===== src/rtl/etroc_pll_afc_engine_if.sv =====
`default_nettype none
// ============================================================================
// Module   : etroc_pll_afc_engine_if
// Brief    : AFC control/status bundle between slow control, VCO and engine.
// Revision : 1.0
// ============================================================================
interface etroc_pll_afc_engine_if;
  logic       AFC_Start;
  logic       AFC_OverrideCtrl;
  logic [5:0] AFC_OverrideCtrl_val;
  logic       vco_div_pulse;
  logic [5:0] AFC_capCtrl;
  logic [5:0] AFC_calCap;
  logic       AFC_busy;
  logic       AFC_done;

  modport master (
    output AFC_Start, AFC_OverrideCtrl, AFC_OverrideCtrl_val, vco_div_pulse,
    input  AFC_capCtrl, AFC_calCap, AFC_busy, AFC_done
  );

  modport slave (
    input  AFC_Start, AFC_OverrideCtrl, AFC_OverrideCtrl_val, vco_div_pulse,
    output AFC_capCtrl, AFC_calCap, AFC_busy, AFC_done
  );
endinterface
`default_nettype wire


===== src/rtl/etroc_pll_afc_engine.sv =====
`default_nettype none
// ============================================================================
// Module   : etroc_pll_afc_engine
// Brief    : Successive-approximation VCO cap-bank calibration for ETROC2 PLL.
// Revision : 1.0
// ============================================================================
module etroc_pll_afc_engine #(
  parameter int SETTLE_CYC = 16,
  parameter int WINDOW_CYC = 64,
  parameter int CNT_W      = 10,
  parameter int TARGET_CNT = 512
) (
  input  wire logic              CLK40REF,
  input  wire logic              AFC_RST,
  etroc_pll_afc_engine_if.slave  afc
);

  localparam int c_MAX_CYC = (SETTLE_CYC > WINDOW_CYC) ? SETTLE_CYC : WINDOW_CYC;
  localparam int c_CYC_W   = $clog2(c_MAX_CYC + 1);
  localparam logic [c_CYC_W-1:0] c_SETTLE_LAST = c_CYC_W'(SETTLE_CYC - 1);
  localparam logic [c_CYC_W-1:0] c_WINDOW_LAST = c_CYC_W'(WINDOW_CYC - 1);
  localparam logic [CNT_W:0]     c_TARGET      = (CNT_W + 1)'(TARGET_CNT);

  typedef enum logic [2:0] {
    S_IDLE    = 3'd0,
    S_SETTLE  = 3'd1,
    S_MEASURE = 3'd2,
    S_DECIDE  = 3'd3,
    S_DONE    = 3'd4
  } state_t;

  state_t               r_state;
  state_t               w_state_nxt;
  logic                 r_start_q;
  logic [5:0]           r_trial;
  logic [5:0]           r_cal_cap;
  logic [2:0]           r_bit_idx;
  logic [c_CYC_W-1:0]   r_cyc;
  logic [CNT_W-1:0]     r_pulse_cnt;

  logic w_start_edge;
  logic w_ovr;
  logic w_keep;
  logic w_busy;
  logic w_done;
  logic w_launch;
  logic w_decide;
  logic w_finish;

  assign w_ovr        = afc.AFC_OverrideCtrl;
  assign w_start_edge = afc.AFC_Start & ~r_start_q;
  // Strictly greater: a count equal to the target clears the bit.
  assign w_keep       = {1'b0, r_pulse_cnt} > c_TARGET;

  always_ff @(posedge CLK40REF) begin
    if (AFC_RST) r_state <= S_IDLE;
    else         r_state <= w_state_nxt;
  end

  // Override in any busy state aborts; the trial/result updates are gated off.
  always_comb begin
    w_state_nxt = r_state;
    w_busy      = 1'b1;
    w_done      = 1'b0;
    w_launch    = 1'b0;
    w_decide    = 1'b0;
    w_finish    = 1'b0;
    case (r_state)
      S_IDLE: begin
        w_busy = 1'b0;
        if (w_start_edge && !w_ovr) begin
          w_state_nxt = S_SETTLE;
          w_launch    = 1'b1;
        end
      end
      S_SETTLE: begin
        if (w_ovr)                        w_state_nxt = S_IDLE;
        else if (r_cyc == c_SETTLE_LAST)  w_state_nxt = S_MEASURE;
      end
      S_MEASURE: begin
        if (w_ovr)                        w_state_nxt = S_IDLE;
        else if (r_cyc == c_WINDOW_LAST)  w_state_nxt = S_DECIDE;
      end
      S_DECIDE: begin
        if (w_ovr) begin
          w_state_nxt = S_IDLE;
        end else begin
          w_decide    = 1'b1;
          w_state_nxt = (r_bit_idx == 3'd0) ? S_DONE : S_SETTLE;
        end
      end
      S_DONE: begin
        w_state_nxt = S_IDLE;
        w_done      = ~w_ovr;
        w_finish    = ~w_ovr;
      end
      default: w_state_nxt = S_IDLE;
    endcase
  end

  always_ff @(posedge CLK40REF) begin
    if (AFC_RST) begin
      r_start_q   <= 1'b0;
      r_trial     <= 6'd0;
      r_cal_cap   <= 6'd0;
      r_bit_idx   <= 3'd0;
      r_cyc       <= '0;
      r_pulse_cnt <= '0;
    end else begin
      r_start_q <= afc.AFC_Start;

      if (w_launch) begin
        r_trial   <= 6'b100000;
        r_bit_idx <= 3'd5;
      end else if (w_decide) begin
        r_trial[r_bit_idx] <= w_keep;
        if (r_bit_idx != 3'd0) begin
          r_trial[r_bit_idx - 3'd1] <= 1'b1;
          r_bit_idx                 <= r_bit_idx - 3'd1;
        end
      end

      if (r_state != w_state_nxt)
        r_cyc <= '0;
      else if (r_state == S_SETTLE || r_state == S_MEASURE)
        r_cyc <= r_cyc + 1'b1;

      // Holding the counter clear through SETTLE gives a fresh window.
      if (r_state == S_SETTLE)
        r_pulse_cnt <= '0;
      else if (r_state == S_MEASURE && afc.vco_div_pulse && (r_pulse_cnt != '1))
        r_pulse_cnt <= r_pulse_cnt + 1'b1;

      if (w_finish) r_cal_cap <= r_trial;
    end
  end

  assign afc.AFC_capCtrl = w_ovr ? afc.AFC_OverrideCtrl_val : r_trial;
  assign afc.AFC_calCap  = r_cal_cap;
  assign afc.AFC_busy    = w_busy;
  assign afc.AFC_done    = w_done;

endmodule
`default_nettype wire


===== src/flat_wrapper.sv =====
// flat-port wrapper written by rule: the top's interface ports become plain ports
module etroc_pll_afc_engine_flat 
#(
  parameter int SETTLE_CYC = 16,
  parameter int WINDOW_CYC = 64,
  parameter int CNT_W      = 10,
  parameter int TARGET_CNT = 512
)
  (CLK40REF, AFC_RST, afc_AFC_Start, afc_AFC_OverrideCtrl, afc_AFC_OverrideCtrl_val, afc_vco_div_pulse, afc_AFC_capCtrl, afc_AFC_calCap, afc_AFC_busy, afc_AFC_done);
  etroc_pll_afc_engine_if afc_i ();
  input  wire logic CLK40REF;
  input  wire logic AFC_RST;
  input wire logic [$bits(afc_i.AFC_Start)-1:0] afc_AFC_Start;
  input wire logic [$bits(afc_i.AFC_OverrideCtrl)-1:0] afc_AFC_OverrideCtrl;
  input wire logic [$bits(afc_i.AFC_OverrideCtrl_val)-1:0] afc_AFC_OverrideCtrl_val;
  input wire logic [$bits(afc_i.vco_div_pulse)-1:0] afc_vco_div_pulse;
  output wire logic [$bits(afc_i.AFC_capCtrl)-1:0] afc_AFC_capCtrl;
  output wire logic [$bits(afc_i.AFC_calCap)-1:0] afc_AFC_calCap;
  output wire logic [$bits(afc_i.AFC_busy)-1:0] afc_AFC_busy;
  output wire logic [$bits(afc_i.AFC_done)-1:0] afc_AFC_done;
  assign afc_i.AFC_Start = afc_AFC_Start;
  assign afc_i.AFC_OverrideCtrl = afc_AFC_OverrideCtrl;
  assign afc_i.AFC_OverrideCtrl_val = afc_AFC_OverrideCtrl_val;
  assign afc_i.vco_div_pulse = afc_vco_div_pulse;
  assign afc_AFC_capCtrl = afc_i.AFC_capCtrl;
  assign afc_AFC_calCap = afc_i.AFC_calCap;
  assign afc_AFC_busy = afc_i.AFC_busy;
  assign afc_AFC_done = afc_i.AFC_done;
  etroc_pll_afc_engine #(.SETTLE_CYC(SETTLE_CYC), .WINDOW_CYC(WINDOW_CYC), .CNT_W(CNT_W), .TARGET_CNT(TARGET_CNT)) u_core (.CLK40REF(CLK40REF), .AFC_RST(AFC_RST), .afc(afc_i));
endmodule

===== config.mk =====
export PLATFORM = sky130hd
export DESIGN_NAME = etroc_pll_afc_engine_flat
export DESIGN_NICKNAME = d
export VERILOG_FILES = /design/src/rtl/etroc_pll_afc_engine_if.sv /design/src/rtl/etroc_pll_afc_engine.sv /design/src/flat_wrapper.sv
export SDC_FILE = /design/constraint.sdc
export NUM_CORES = 1
export LEC_CHECK = 0
export BUFFER_PORTS_ARGS = -buffer_cell sky130_fd_sc_hd__clkbuf_2
export CORE_MARGIN = 2
export CORE_UTILIZATION = 40
export DETAILED_ROUTE_END_ITERATION = 10
export HOLD_SLACK_MARGIN = 0.02
export PLACE_DENSITY_LB_ADDON = 0.25
export SYNTH_ARGS = -nofsm -noshare
export SYNTH_HDL_FRONTEND = slang
export SYNTH_SLANG_ARGS = --single-unit

===== constraint.sdc =====
create_clock -name CLK40REF -period 2.35 [get_ports CLK40REF]
set_input_delay 0.235 -clock CLK40REF [delete_from_list [all_inputs] [get_ports CLK40REF]]
set_output_delay 0.235 -clock CLK40REF [all_outputs]
set_load 0.1 [all_outputs]

==> flow_metrics.env, run 1 <==
export IMPL_row_count=25
export IMPL_worstMarginPinSlew_ns=0.5328
export IMPL_cp_start_kind="register"
export IMPL_ys_warnings_count=0
export IMPL_grt_start_max_net_pins=17
export IMPL_maxCapViolCount=0
export IMPL_grt_overflow=0
export IMPL_cts_hold_buf=0
export IMPL_synthesis_nets=236
export IMPL_synthAdderAreaFrac=0.03230
export IMPL_holdCritPathClass="input pin to register"
export IMPL_critical_path_class="register to output port"
export IMPL_initialDrtViolationCount=54
export IMPL_drcViolationCount=0
export IMPL_clock_sinks=36
export IMPL_antenna_found_initial=0
export IMPL_postSynthAreaPerCell_um2=8.804
export IMPL_rsz0062_at_grt="no"
export IMPL_status="finished clean"
export IMPL_cts_inserted_buffers=5
export IMPL_yosysUniqueCellTypes=46
export IMPL_synthTopCellsByArea="dfxtp_1 37%, mux2i_1 6.2%, nor2_1 5.0%"
export IMPL_final_common_cell="dfxtp_1"
export IMPL_p_leak_uw=0.0007972
export IMPL_finish_instance_area_um2=2175
export IMPL_critical_path_top_delay_family="flip-flops"
export IMPL_slew_headroom=0.6421
export IMPL_required_ns=2.12
export IMPL_io_buffer_count=24
export IMPL_slowest_stage="dfxtp_1"
export IMPL_initial_core_util=0.4128
export IMPL_ir_worst_vdd_mv=0.4221
export IMPL_path_buf_inv=1
export IMPL_die_h_um=73.59
export IMPL_seq_area_um2=720.7
export IMPL_slowest_delay_ns=0.52
export IMPL_dpl_cell_area_um2=2087
export IMPL_postLayoutCoreUtil=0.4635
export IMPL_synth_compound_area_share=0.08656
export IMPL_diodes=0
export IMPL_htreeDepth=2
export IMPL_grt_pass1_vias=1383
export IMPL_ys_ff_latch=36
export IMPL_multi_input_area_um2=1145
export IMPL_muxShareOfSynthArea=0.09690
export IMPL_setup_viol=0
export IMPL_die_width_um=73.59
export IMPL_crit_arrival_ns=1.68
export IMPL_dr_total_vias=1566
export IMPL_pre_cts_ws_ns=0.4818
export IMPL_firstDrtPassIters=4
export IMPL_wl_per_cell_um=13.27
export IMPL_async_reset_ff_frac=0
export IMPL_ys_seq_area_frac=0.3721
export IMPL_die_area_um2=5415
export IMPL_drt_vias_per_instance=5.255
export IMPL_drive_gt1_frac=0.2172
export IMPL_insertion_delay_ns=0.29
export IMPL_synth_flop_cell="dfxtp_1"
export IMPL_fin_tns_setup_ns=0
export IMPL_synthXorXnorAreaFrac=0.06718
export IMPL_cts_buffer_depth=2
export IMPL_clock_skew_ns=0.008618
export IMPL_synthToLayoutAreaGrowth_pct=12.27
export IMPL_core_um2=4692
export IMPL_clkTransAtPathRegs_ns=0.07
export IMPL_cts_root_buf="clkbuf_8"
export IMPL_yosysTopAreaCellShare=0.3721
export IMPL_num_nets_final=259
export IMPL_drv_slew=0
export IMPL_fmax_mhz=522.4
export IMPL_post_cts_setup_buffers=0
export IMPL_ios=25
export IMPL_dp_hpwl_um=2768
export IMPL_end_kind="output port"
export IMPL_final_fill_count=456
export IMPL_post_route_period_util=0.8146
export IMPL_worstPathMaxFanout=11
export IMPL_synthCells=220
export IMPL_cts_tree="built"
export IMPL_reg2reg_slack_ns=0.50
export IMPL_synth_area_um2=1937
export IMPL_grt_usage=0.1546
export IMPL_final_cell_mix="36 x dfxtp_1, 26 x nor2_1, 24 x clkbuf_2"
export IMPL_ctsResizeCount=0
export IMPL_p_per_area_nw_per_um2=556.6
export IMPL_yosysTopAreaCell="dfxtp_1"
export IMPL_synth_edf_count=0
export IMPL_path_cells="nor4b_2 > clkbuf_2"
export IMPL_synth_simple_gate_area_frac=0.3049
export IMPL_setup_slack_ns=0.4356
export IMPL_wirelength_um=3954
export IMPL_synth_top_family_by_area="simple AND/OR/NAND/NOR gates"
export IMPL_min_period_ns=1.914
export IMPL_finalHoldViolCount=0
export IMPL_place_congestion=0.8735
export IMPL_grt_first_pass_wirelength_um=6472
export IMPL_antenna_left=0
## final cells by class
type,instances,area share
well taps,54,0.03107
clock buffers,5,0.03165
multi-input cells,169,0.5265
inverters,5,0.008631
flip-flops and latches,36,0.3314
clock inverters,3,0.008631
repair buffers,26,0.06214
## per-layer routing
layer	wire, µm	track usage	share of wire
met1	2080	0.2174	0.53
met2	1637	0.2202	0.41
met3	146	0.04252	0.037
met4	89	0.06667	0.023
met5	0	0	0
## cell families after synthesis
group / after synthesis
muxes: 18
buffers and inverters: 15
adders and majority gates: 5
AOI/OAI and AO/OA: 27
and+or+nand+nor: 105
DFF: 36
xor gates and xnor gates: 14
## through the flow
step                      total power (µW)  hold slack, ns  std cells
after floorplan                      750.4          0.3066        220
after global placement               779.2          0.4829        290
after detailed placement             779.0          0.4841        290
after CTS                             1222          0.2034        298
after global routing                  1250          0.2380        298
final                                 1210          0.2048        298
## power by group
part	leakage (µW)	switching (µW)	internal, µW
combinational	0.000458	99.6	38.9
clock	0.0000479	239	207
sequential	0.000291	9.87	616
## state kept, by name, indices dropped and copies added, names as in the netlist
register / flops
u_core.r_pulse_cnt: 10
u_core.r_cyc: 7
u_core.afc.AFC_calCap: 6
u_core.r_trial: 6
u_core.r_bit_idx: 3
u_core.r_state: 3
u_core.r_start_q: 1
## path summary, 6_finish.rpt
check	end	start	cells past startpoint
worst min-delay path	u_core.r_start_q$_SDFF_PP0_	afc_AFC_Start	2
worst max-delay path	afc_AFC_done	u_core.r_state[2]$_SDFF_PP0_	2
worst max register to register	u_core.r_cyc[2]$_SDFFE_PP0P_	u_core.r_state[0]$_SDFF_PP0_	5
worst min register to register	u_core.afc.AFC_calCap[0]$_SDFFE_PP0P_	u_core.afc.AFC_calCap[0]$_SDFFE_PP0P_	2
## Yosys cell counts (all sizes together) (4+ instances only)
cell,count
inv,5
nand3,9
nand2,18
nor2,26
xnor2,5
nor4,4
o21ai,4
nand4,6
buf,7
mux2,6
dfxtp,36
mux2i,12
a31oi,5
nor3,16
a21oi,11
ha,5
xor2,9
(Power assumes the default switching activity.)
==> inputs of run 2 (changes only) <==
==> constraint.sdc (replaced) <==
create_clock -name CLK40REF -period 2 [get_ports CLK40REF]
set_input_delay 0.2 -clock CLK40REF [delete_from_list [all_inputs] [get_ports CLK40REF]]
set_output_delay 0.2 -clock CLK40REF [all_outputs]
set_load 0.1 [all_outputs]
==> run 2 against run 1 <==
  * Flip-flop and latch count stayed put
  * Sequential power is 18% higher
  * Non-clock buffer count is 2 higher
  * Critical path depth is 4 higher
  * Sequential share of layout area is 0.36 points lower
  * Worst setup slack worse by 0.24 ns
  * First-iteration DRC count is 7.4% higher
  * Register-to-register slack worse by 0.30 ns
  * Global-route usage is 0.066 points lower
  * Combinational power is 19% higher
  * Critical endpoint is now u_core.r_cyc[0]$_SDFFE_PP0P_
  * Largest power group unchanged
==> flow_metrics.env, run 2 (synthesized netlist as in run 1, its figures left out) <==
export IMPL_status="finished clean"
export IMPL_drv_slew=0
export IMPL_postLayoutCoreUtil=0.4685
export IMPL_top_regs="u_core.r_pulse_cnt x10, u_core.r_cyc x7"
export IMPL_setup_viol=0
export IMPL_final_common_cell="dfxtp_1"
export IMPL_slew_headroom=0.6384
export IMPL_cts_buffer_depth=2
export IMPL_stdcell_count=300
export IMPL_final_cell_mix="36 x dfxtp_1, 26 x nor2_1, 23 x clkbuf_2"
export IMPL_htreeDepth=2
export IMPL_num_nets_final=261
export IMPL_cts_inserted_buffers=5
export IMPL_firstDrtPassIters=4
export IMPL_grt_start_max_net_pins=17
export IMPL_min_period_ns=1.804
export IMPL_finalHoldViolCount=0
export IMPL_pre_cts_ws_ns=0.1746
export IMPL_die_h_um=73.59
export IMPL_antenna_found_initial=0
export IMPL_wl_met3_um=153
export IMPL_reg2reg_slack_ns=0.20
export IMPL_drive_gt1_frac=0.2195
export IMPL_total_power_uw=1444
export IMPL_ios=25
export IMPL_drcViolationCount=0
export IMPL_die_area_um2=5415
export IMPL_dp_cells=292
export IMPL_r2r_start="u_core.r_cyc[0]$_SDFFE_PP0P_"
export IMPL_top_register="u_core.r_pulse_cnt"
export IMPL_initial_core_util=0.4128
export IMPL_critical_path_class="register to register"
export IMPL_post_route_period_util=0.9022
export IMPL_crit_arrival_ns=1.97
export IMPL_setup_slack_ns=0.1955
export IMPL_die_width_um=73.59
export IMPL_r2r_end="u_core.r_cyc[0]$_SDFFE_PP0P_"
export IMPL_r2r_cells=6
export IMPL_row_count=25
export IMPL_grt_first_pass_wirelength_um=6506
export IMPL_fin_tns_setup_ns=0
export IMPL_end_kind="register"
export IMPL_worstPathMaxFanout=7
export IMPL_wirelength_um=3891
export IMPL_initialDrtViolationCount=58
export IMPL_antenna_left=0
export IMPL_rsz0062_at_grt="no"
export IMPL_cp_start_kind="register"
export IMPL_endpoint="u_core.r_cyc[0]$_SDFFE_PP0P_"
export IMPL_io_buffer_count=24
export IMPL_synthToLayoutAreaGrowth_pct=13.50
export IMPL_place_congestion=0.8682
export IMPL_p_leak_uw=0.0008044
export IMPL_ir_worst_vdd_mv=0.6431
export IMPL_wl_per_cell_um=12.97
export IMPL_ctsResizeCount=0
export IMPL_grt_overflow=0
export IMPL_clock_skew_ns=0.008417
export IMPL_p_per_area_nw_per_um2=656.9
export IMPL_drt_vias_per_instance=5.277
export IMPL_insertion_delay_ns=0.28
export IMPL_required_ns=2.16
export IMPL_m1WireLength_um=2007
export IMPL_core_um2=4692
export IMPL_clkTransAtPathRegs_ns=0.08
export IMPL_post_cts_setup_buffers=0
export IMPL_route_met2_wl_um=1701
export IMPL_cts_tree="built"
export IMPL_maxCapViolCount=0
export IMPL_grt_pass1_vias=1418
export IMPL_cts_root_buf="clkbuf_8"
export IMPL_dp_hpwl_um=2760
export IMPL_dr_total_vias=1583
export IMPL_fmax_mhz=554.2
export IMPL_holdCritPathClass="input pin to register"
export IMPL_cts_hold_buf=0
export IMPL_setup_worst_path_start="u_core.r_cyc[0]$_SDFFE_PP0P_"
export IMPL_grt_usage=0.1540
export IMPL_clock_sinks=36
export IMPL_largest_reg_flops=10
export IMPL_diodes=0
export IMPL_worstMarginPinSlew_ns=0.5448
export IMPL_top_layer="met4"
==> run 2: power breakdown <==
group	total, µW	internal (µW)	switching [µW]
clock network	544	280	264
registers	736	724	11.8
logic	164	47.1	117
total	1440	1050	393
==> run 2: layout make-up <==
| class | instances | area, µm² |
|---|---|---|
| Tap cell | 54 | 67.56 |
| Clock buffer | 7 | 86.33 |
| Inverter | 5 | 18.77 |
| Clock inverter | 1 | 7.507 |
| Fill cell | 446 | 2494 |
| Sequential cell | 36 | 720.7 |
| Timing Repair Buffer | 28 | 152.6 |
| Multi-Input combinational cell | 169 | 1145 |
==> run 2: worst min-delay path by stage <==
stage	start	end	slack, ns	cells after the start
after floorplan	AFC_RST	u_core.r_start_q$_SDFF_PP0_	0.27	1
final	afc_AFC_Start	u_core.r_start_q$_SDFF_PP0_	0.16	2
after CTS	afc_AFC_Start	u_core.r_start_q$_SDFF_PP0_	0.16	2
after detailed placement	afc_AFC_Start	u_core.r_start_q$_SDFF_PP0_	0.45	2
after global placement	afc_AFC_Start	u_core.r_start_q$_SDFF_PP0_	0.43	2
after global routing	afc_AFC_Start	u_core.r_start_q$_SDFF_PP0_	0.16	2
==> run 2: critical path, stage by stage, from the launching register on <==
cell and delay [ns]:
dfxtp_1 0.39, ha_1 0.24, nand4b_2 0.16, o21a_1 0.22
o2111ai_2 0.24, xor2_2 0.32, nor3_1 0.11
==> run 2: layer usage <==
metal  global-route usage  vias up
met3              0.04115        2
met2               0.2312       20
met4              0.04848        0
met1               0.2145      734
met5                    0        -
li1                     -      827
==> run 2: stage by stage <==
step	cell area, µm²	hold WS [ns]
after global routing	2198	0.1635
after global placement	2105	0.4339
after CTS	2198	0.1583
after floorplan	1937	0.2716
after detailed placement	2105	0.4525
final	2198	0.1616
==> inputs of run 3 (changes only) <==
--- a/config.mk
+++ b/config.mk
@@ -7,7 +7,7 @@
 export LEC_CHECK = 0
 export BUFFER_PORTS_ARGS = -buffer_cell sky130_fd_sc_hd__clkbuf_2
 export CORE_MARGIN = 2
-export CORE_UTILIZATION = 40
+export CORE_UTILIZATION = 35
 export DETAILED_ROUTE_END_ITERATION = 10
 export HOLD_SLACK_MARGIN = 0.02
 export PLACE_DENSITY_LB_ADDON = 0.25
==> run 3 against run 2 <==
  * Die area up 13%
  * Clock skew fell by 0.00090 ns
  * Combinational power barely moved
  * Worst hold slack better by 0.0069 ns
  * Register-to-register slack is essentially flat
  * Critical path depth did not move
  * Critical endpoint is now u_core.r_cyc[4]$_SDFFE_PP0P_
==> flow_metrics.env, run 3 (synthesized netlist as in run 1, its figures left out) <==
export IMPL_status="finished clean"
export IMPL_cts_root_buf="clkbuf_8"
export IMPL_post_cts_setup_buffers=0
export IMPL_initial_core_util=0.3561
export IMPL_grt_first_pass_wirelength_um=6686
export IMPL_cp_start_kind="register"
export IMPL_wl_met3_um=158
export IMPL_slowest_delay_ns=0.39
export IMPL_die_area_um2=6145
export IMPL_p_leak_uw=0.0008059
export IMPL_ctsResizeCount=0
export IMPL_final_common_cell="dfxtp_1"
export IMPL_cts_inserted_buffers=5
export IMPL_min_period_ns=1.792
export IMPL_grt_pass1_vias=1425
export IMPL_core_um2=5439
export IMPL_required_ns=2.17
export IMPL_top_regs="u_core.r_pulse_cnt x10, u_core.r_cyc x7"
export IMPL_clock_sinks=36
export IMPL_critical_path_class="register to register"
export IMPL_clkTransAtPathRegs_ns=0.07
export IMPL_path_cells="ha_1 > nand4b_2 > o21a_1 > o2111ai_2 > xor2_2 > nor3_1"
export IMPL_io_buffer_count=24
export IMPL_grt_overflow=0
export IMPL_synthToLayoutAreaGrowth_pct=14.53
export IMPL_worstPathMaxFanout=7
export IMPL_slowest_stage="dfxtp_1"
export IMPL_drive_gt1_frac=0.2195
export IMPL_top_register="u_core.r_pulse_cnt"
export IMPL_die_h_um=78.39
export IMPL_num_nets_final=261
export IMPL_firstDrtPassIters=4
export IMPL_fmax_mhz=557.9
export IMPL_dp_hpwl_um=2892
export IMPL_setup_viol=0
export IMPL_grt_usage=0.1396
export IMPL_cts_hold_buf=0
export IMPL_dp_cells=310
export IMPL_cts_buffer_depth=2
export IMPL_final_cell_mix="35 x dfxtp_1, 26 x nor2_1, 23 x clkbuf_2"
export IMPL_dr_total_vias=1609
export IMPL_postLayoutCoreUtil=0.4079
export IMPL_htreeDepth=2
export IMPL_end_kind="register"
export IMPL_insertion_delay_ns=0.29
export IMPL_maxCapViolCount=0
export IMPL_final_fill_count=549
export IMPL_largest_reg_flops=10
export IMPL_crit_arrival_ns=1.96
export IMPL_row_count=27
export IMPL_worstMarginPinSlew_ns=0.5418
export IMPL_route_met2_wl_um=1756
export IMPL_cts_tree="built"
export IMPL_rsz0062_at_grt="no"
export IMPL_stdcell_count=318
export IMPL_post_route_period_util=0.8962
export IMPL_clock_skew_ns=0.007514
export IMPL_p_per_area_nw_per_um2=648.4
export IMPL_diodes=0
export IMPL_reg2reg_slack_ns=0.21
export IMPL_ir_worst_vdd_mv=0.2625
export IMPL_drt_vias_per_instance=5.060
export IMPL_wirelength_um=3989
export IMPL_finalHoldViolCount=0
export IMPL_m1WireLength_um=1989
export IMPL_die_width_um=78.39
export IMPL_ios=25
export IMPL_drcViolationCount=0
export IMPL_wl_per_cell_um=12.54
export IMPL_place_congestion=0.8220
export IMPL_top_layer="met4"
export IMPL_drv_slew=0
export IMPL_slew_headroom=0.6403
export IMPL_antenna_left=0
export IMPL_antenna_found_initial=0
export IMPL_grt_start_max_net_pins=17
export IMPL_initialDrtViolationCount=69
export IMPL_holdCritPathClass="input pin to register"
export IMPL_fin_tns_setup_ns=0
run 3: cell types whose count changed in the layout (fill, tap and decap cells not counted), sizes merged:
cell / previous run / this run
clkbuf: 30 / 31
clkinvlp: 1 / 0
run 3: cell type report:
cell class | count | area, µm² | share of cell area
timing repair buffer | 28 | 152.6 | 0.06881
tap | 72 | 90.09 | 0.04061
inverter | 5 | 18.77 | 0.008460
clock buffer | 8 | 90.09 | 0.04061
sequential | 36 | 721.9 | 0.3254
multi-input combinational | 169 | 1145 | 0.5161
run 3: metal layers:
metal,track usage,vias to the layer above
met1,0.1881,741
met2,0.2103,31
met5,0,-
met3,0.03448,7
li1,-,830
met4,0.06316,0
run 3: report_power, final:
group          switching [µW]  leakage (µW)  internal (µW)
clock                     257     0.0000455            281
sequential               12.0      0.000291            724
combinational             117      0.000469           47.0
run 3: critical path, delay by kind of cell (launching register included):
family	cells	cell delay, ns
compound gates	2	0.44
flops	1	0.39
xor+xnor	1	0.33
simple gates	2	0.26
fa+ha+maj	1	0.25
run 3: worst paths after layout:
check | from | to | cells after the start
worst max-delay path | u_core.r_cyc[0]$_SDFFE_PP0P_ | u_core.r_cyc[4]$_SDFFE_PP0P_ | 6
worst min-delay path | afc_AFC_Start | u_core.r_start_q$_SDFF_PP0_ | 2
worst max register to register | u_core.r_cyc[0]$_SDFFE_PP0P_ | u_core.r_cyc[4]$_SDFFE_PP0P_ | 6
worst min register to register | u_core.afc.AFC_calCap[2]$_SDFFE_PP0P_ | u_core.afc.AFC_calCap[2]$_SDFFE_PP0P_ | 2
run 3: per-stage QoR:
stage / area, µm² / setup WS (ns) / hold slack [ns] / power [µW]
6_report: 2218 / 0.2076 / 0.1685 / 1438
5_1_grt: 2218 / 0.02664 / 0.1724 / 1508
4_1_cts: 2217 / 0.1952 / 0.1594 / 1462
3_5_place_dp: 2127 / 0.2032 / 0.4624 / 916.7
3_3_place_gp: 2127 / 0.2157 / 0.4540 / 916.3
2_1_floorplan: 1937 / 0.3514 / 0.2716 / 881.7
